===== src/rtl/inst_rom.sv =====
// Instruction memory for the Naive_CPU fetch port, with a byte-serial framed loader
// that fills the memory and holds the CPU in reset while a load is running.
module inst_rom #(
  parameter int unsigned              ADDR_W   = 8,
  parameter int unsigned              INST_W   = 16,
  parameter logic [INST_W-1:0]        NOP_WORD = '0
) (
  input  logic                clk,
  input  logic                rst,
  input  logic                rom_ce_i,
  input  logic [15:0]         rom_addr_i,
  output logic [INST_W-1:0]   rom_data_o,
  input  logic                ld_start_i,
  input  logic                ld_valid_i,
  input  logic [7:0]          ld_byte_i,
  output logic                ld_ready_o,
  output logic                ld_done_o,
  output logic                ld_err_o,
  output logic [ADDR_W:0]     ld_count_o,
  output logic                cpu_rst_o
);

  localparam int unsigned DEPTH = 1 << ADDR_W;
  localparam int unsigned CNT_W = ADDR_W + 1;

  typedef enum logic [2:0] {
    RUN   = 3'd0,
    HDR_H = 3'd1,
    HDR_L = 3'd2,
    W_H   = 3'd3,
    W_L   = 3'd4,
    DONE  = 3'd5,
    ERR   = 3'd6
  } state_e;

  state_e              state_q, state_d;
  logic [15:0]         n_q, n_d;
  logic [7:0]          hi_q, hi_d;
  logic [CNT_W-1:0]    cnt_q, cnt_d;
  logic                ready_q, ready_d;
  logic                done_q, done_d;
  logic                err_q, err_d;
  logic                accept;
  logic                wr_en;
  logic [15:0]         n_full;
  logic [INST_W-1:0]   mem_q [DEPTH];

  // A byte moves only when offered, accepted, and not overridden by a start.
  assign accept = ld_valid_i & ready_q & ~ld_start_i;
  assign n_full = {n_q[15:8], ld_byte_i};

  always_comb begin
    state_d = state_q;
    n_d     = n_q;
    hi_d    = hi_q;
    cnt_d   = cnt_q;
    wr_en   = 1'b0;
    if (ld_start_i) begin
      state_d = HDR_H;
      cnt_d   = '0;
    end else begin
      case (state_q)
        HDR_H: if (accept) begin
          n_d[15:8] = ld_byte_i;
          state_d   = HDR_L;
        end
        HDR_L: if (accept) begin
          n_d = n_full;
          if ((n_full == 16'd0) || (32'(n_full) > DEPTH)) state_d = ERR;
          else                                            state_d = W_H;
        end
        W_H: if (accept) begin
          hi_d    = ld_byte_i;
          state_d = W_L;
        end
        W_L: if (accept) begin
          wr_en = 1'b1;
          cnt_d = cnt_q + CNT_W'(1);
          if ((32'(cnt_q) + 32'd1) == 32'(n_q)) state_d = DONE;
          else                                  state_d = W_H;
        end
        DONE:    state_d = RUN;
        default: state_d = state_q;
      endcase
    end
    ready_d = (state_d == HDR_H) || (state_d == HDR_L) ||
              (state_d == W_H)   || (state_d == W_L);
    done_d  = (state_d == DONE);
    err_d   = (state_d == ERR);
  end

  always_ff @(posedge clk or posedge rst) begin
    if (rst) begin
      state_q <= RUN;
      n_q     <= '0;
      hi_q    <= '0;
      cnt_q   <= '0;
      ready_q <= 1'b0;
      done_q  <= 1'b0;
      err_q   <= 1'b0;
    end else begin
      state_q <= state_d;
      n_q     <= n_d;
      hi_q    <= hi_d;
      cnt_q   <= cnt_d;
      ready_q <= ready_d;
      done_q  <= done_d;
      err_q   <= err_d;
    end
  end

  // Storage is never cleared; the loaded length alone decides what is visible.
  always_ff @(posedge clk) begin
    if (wr_en) mem_q[cnt_q[ADDR_W-1:0]] <= {hi_q, ld_byte_i};
  end

  // Zero-latency fetch; the word count doubles as the visible length.
  always_comb begin
    rom_data_o = NOP_WORD;
    if (rom_ce_i && (32'(rom_addr_i) < 32'(cnt_q)))
      rom_data_o = mem_q[rom_addr_i[ADDR_W-1:0]];
  end

  assign ld_ready_o = ready_q;
  assign ld_done_o  = done_q;
  assign ld_err_o   = err_q;
  assign ld_count_o = cnt_q;
  assign cpu_rst_o  = rst | (state_q != RUN);

endmodule


===== config.mk =====
export PLATFORM = sky130hd
export DESIGN_NAME = inst_rom
export DESIGN_NICKNAME = d
export VERILOG_FILES = /design/src/rtl/inst_rom.sv
export SDC_FILE = /design/constraint.sdc
export NUM_CORES = 2
export LEC_CHECK = 0
export ABC_CLOCK_PERIOD_IN_PS = 11900
export BUFFER_PORTS_ARGS = -buffer_cell sky130_fd_sc_hd__buf_4
export CAP_MARGIN = 5
export CORE_UTILIZATION = 43
export CTS_CLUSTER_SIZE = 16
export DETAILED_ROUTE_END_ITERATION = 8
export HOLD_SLACK_MARGIN = 0.1
export SETUP_SLACK_MARGIN = 0.5
export SKIP_CTS_REPAIR_TIMING = 1
export SYNTH_ARGS = -nofsm -noshare
export SYNTH_HDL_FRONTEND = slang
export SYNTH_SLANG_ARGS = --single-unit

===== constraint.sdc =====
create_clock -name clk -period 11.9 [get_ports clk]
set_input_delay 0 -clock clk [delete_from_list [all_inputs] [get_ports clk]]
set_output_delay 0 -clock clk [all_outputs]
set_load 0.02 [all_outputs]

==> summary.md <==
| Metric | Value |
|---|---|
| Status | `finished, violations left` |
| Violations in the final reports | `max-capacitance violations, max-slew violations` |
| Chip height | `616 um` |
| Post-synth EDFFs | `~4100` |
| # H-tree levels | `5` |
| Commonest non-fill, non-tap cell in the layout | `edfxtp_1` |
| Syn Inst Count | `8211` |
| Synth area leader | `edfxtp_1` |
| TNS Setup | `0 ns` |
| RSZ-0062 raised after global routing | `no` |
| Critical-path top delay cell | `a311oi_1` |
| Worst IR drop on VDD | `approximately 0.22 mV` |
| Max Slew Vio Count | `7` |
| Cell row count | `roughly 230` |
| DRT iter0 DRCs | `about 12000` |
| Worst hold start | `ld_byte_i[7]` |
| Sink Count | `roughly 4100` |
| Die area | `0.379 sq mm` |
| Most frequent cells in the layout | `edfxtp_1 (4096), mux2i_1 (893), mux4_2 (569), buf_4 (485), clkbuf_16 (420)` |
| Leakage | `~59 nW` |
| Die extent in x | `just over 600 um` |
| Filler cells | `30400` |
| Starting Density | `0.432` |
| Critical Path AT | `between 6 and 7 ns` |
| Mapped cell area | `0.162 sq mm` |
| Final Non-Filler Cells | `14000` |
| Top post-synthesis cells by area | `edfxtp_1 (76%), mux4_2 (7.9%), mux2i_1 (5.5%)` |
| Critical path class | `flip-flop to primary output` |
| Critical Path Source Type | `flip-flop` |
| Hold crit path type | `input port to flip-flop` |
| Top achievable clock speed | `between 0.15 and 0.2 GHz` |
| Final WL | `just under 500 mm` |
| Worst-skew pair later-pin latency | `1.00 ns` |
| Yosys reg bits | `between 4000 and 5000` |
| Core footprint | `between 0.3 and 0.4 sq mm` |
| CTS tree | `done` |
| Routed Antenna Nets | `0` |
| Gr ovfl total | `0` |
| Crit-path max FO | `12` |
| Flop-to-flop setup slack | `7.19 ns` |
| Via count | `~87000` |
| Hold WS | `between 0.1 and 0.15 ns` |
| Worst-path clk slew | `0.06 ns` |
| Hold path cells | `2` |
| Worst path max stage delay | `around 1.2 ns` |
| Final #Nets | `just under 9000` |
| Total GRT Usage | `0.256` |
| R2R depth | `5` |
| DR DRC count | `0` |
| Syn_area_per_cell | `19.7 sq um` |
| I/O Pins | `slightly below 60` |
| Post-synth top flop | `edfxtp_1` |
| Routed len/inst | `approximately 35 um` |
| Power per cell area | `179 mW/mm^2` |
| Via density | `approximately 6.2` |
| Synth warn | `0` |
| Deepest clock path buffer count | `4` |
| Max-cap violations | `1` |
| First-pass GRT wire length | `slightly below 700 mm` |
| Final setup vio count | `0` |
| Top cell type's share of synthesized area | `0.759` |
| Detailed Routing Iterations Pass 1 | `6` |
| Initial antenna violation count | `between 40 and 50` |
| Number of global-route vias before repair | `about 85000` |
| HPWL after detailed placement | `a little under 300 mm` |
| Synthesized Nets | `8252` |
| Worst Max-Slew Pin Slew | `approximately 1.6 ns` |
| Asr flop ratio synth | `0.00943` |
| Count of input and output buffers | `57` |
| Fin crit share | `0.514` |
| Placed cell count | `between 10000 and 15000` |
| Placer Congestion | `roughly 0.90` |
| CTS root buffer | `clkbuf_16` |
| Crit Reg-Reg Startpoint | `ld_count_o[7]` |
| Period minus WS final | `just over 6 ns` |
| Worst min-delay path endpoint | `mem_q[160][7]` |
| Layout overhead on the synthesized area | `13.1%` |
| Final hold vios | `0` |
| Distinct cells, synth | `78` |
| Largest net degree at the start of global routing | `209` |
| CP Capture Type | `primary output` |
| Sequential area share after synthesis | `0.765` |
| Reg-to-Reg End | `mem_q[151][14]` |
| Total power | `around 33 mW` |
| Cts bufs inserted | `approximately 420` |
| Req. time, crit path | `between 10 and 15 ns` |
| Dpl ws | `~6.2 ns` |
| Final worst slack | `slightly below 6 ns` |
| Share of post-route cells with drive strength above 1 | `0.205` |
| Slew headroom | `-0.0395` |
| Layout Skew | `around 0.053 ns` |
| Crit-path cells | `inv_1, ha_1, and3_1, a311oi_1, a21boi_1, o21a_1, or3_1, o21ai_0, buf_4` |
==> through the flow <==
step                      cell area, sq um  utilization
after floorplan                     162000            -
after global placement              170000        0.452
after detailed placement            170000        0.453
after CTS                           183000        0.488
after global routing                183000        0.488
final                               183000        0.488
==> registers in the layout, summed over array words and instances (netlist names) <==
name        cells
ld_ready_o      1
ld_count_o      9
mem_q        4096
ld_done_o       1
state_q         3
ld_err_o        1
n_q            16
hi_q            8
==> worst max-delay path: cells and delay by family, from the launching register on <==
family                     cells  cell delay [ns]
buffers and inverters          2             0.62
DFF                            1             0.85
adders and majority gates      1             0.37
and+or+nand+nor                2             0.77
AOI/OAI and AO/OA              4             2.55
==> cell usage after synthesis (78+ instances only) <==
library cell	n
a21oi_1	150
a221o_1	133
a221oi_1	245
a22oi_1	78
buf_2	116
buf_6	115
clkbuf_1	185
edfxtp_1	4096
mux2i_1	893
mux4_2	569
nand2_1	108
nor2_1	476
nor3_1	100
o21ai_0	145
o21ai_1	80
==> routing by layer <==
metal / wire length, um / vias to the layer above / GRT usage / part of all wire
met1: 191000 / 46200 / 0.349 / 0.39
met3: 51600 / 941 / 0.0553 / 0.10
met5: 199 / - / 0 / 0.00040
met2: 227000 / 4932 / 0.398 / 0.46
li1: - / 35000 / - / -
met4: 24300 / 28 / 0.111 / 0.049
==> power by group <==
part,internal (mW),switching [mW],leakage [nW]
Clock,7.18,5.59,6.38
Combinational,0.552,2.00,15.5
Sequential,17.2,0.274,37.4
==> how the worst max path moves through the flow <==
stage                   from              to  slack, ns  depth (start not counted)
2_1_floorplan        hi_q[2]    mem_q[0][10]       7.92                          0
3_3_place_gp   rom_addr_i[0]  rom_data_o[15]       5.12                          9
3_5_place_dp   rom_addr_i[0]   rom_data_o[2]       6.22                         11
4_1_cts        ld_count_o[6]  rom_data_o[12]       6.08                          9
5_1_grt        ld_count_o[6]  rom_data_o[12]       5.92                          9
6_report       ld_count_o[6]  rom_data_o[12]       5.78                          9
==> cell families after synthesis <==
logic type / count (synthesis) / synth area share
flip-flops: 4135 / 0.765
buffers and inverters: 515 / 0.0194
AND/OR/NAND/NOR: 901 / 0.0248
XOR/XNOR: 18 / 0.000973
AO/OA/AOI/OAI: 1114 / 0.0504
adder cells (fa/ha/maj): 12 / 0.000927
multiplexers: 1516 / 0.138
==> area by class of cell <==
| class | count | area, sq um | share of cell area |
|---|---|---|---|
| antenna | 19 | 47.5 | 0.000259 |
| clock buffer | 525 | 10900 | 0.0596 |
| clock inverter | 224 | 2250 | 0.0123 |
| inverter | 15 | 71.3 | 0.000389 |
| multi-input combinational | 3561 | 35200 | 0.192 |
| sequential | 4135 | 124000 | 0.677 |
| tap | 4994 | 6250 | 0.0341 |
| timing repair buffer | 542 | 4540 | 0.0248 |
Note: power is estimated with default switching activity, not from simulation.
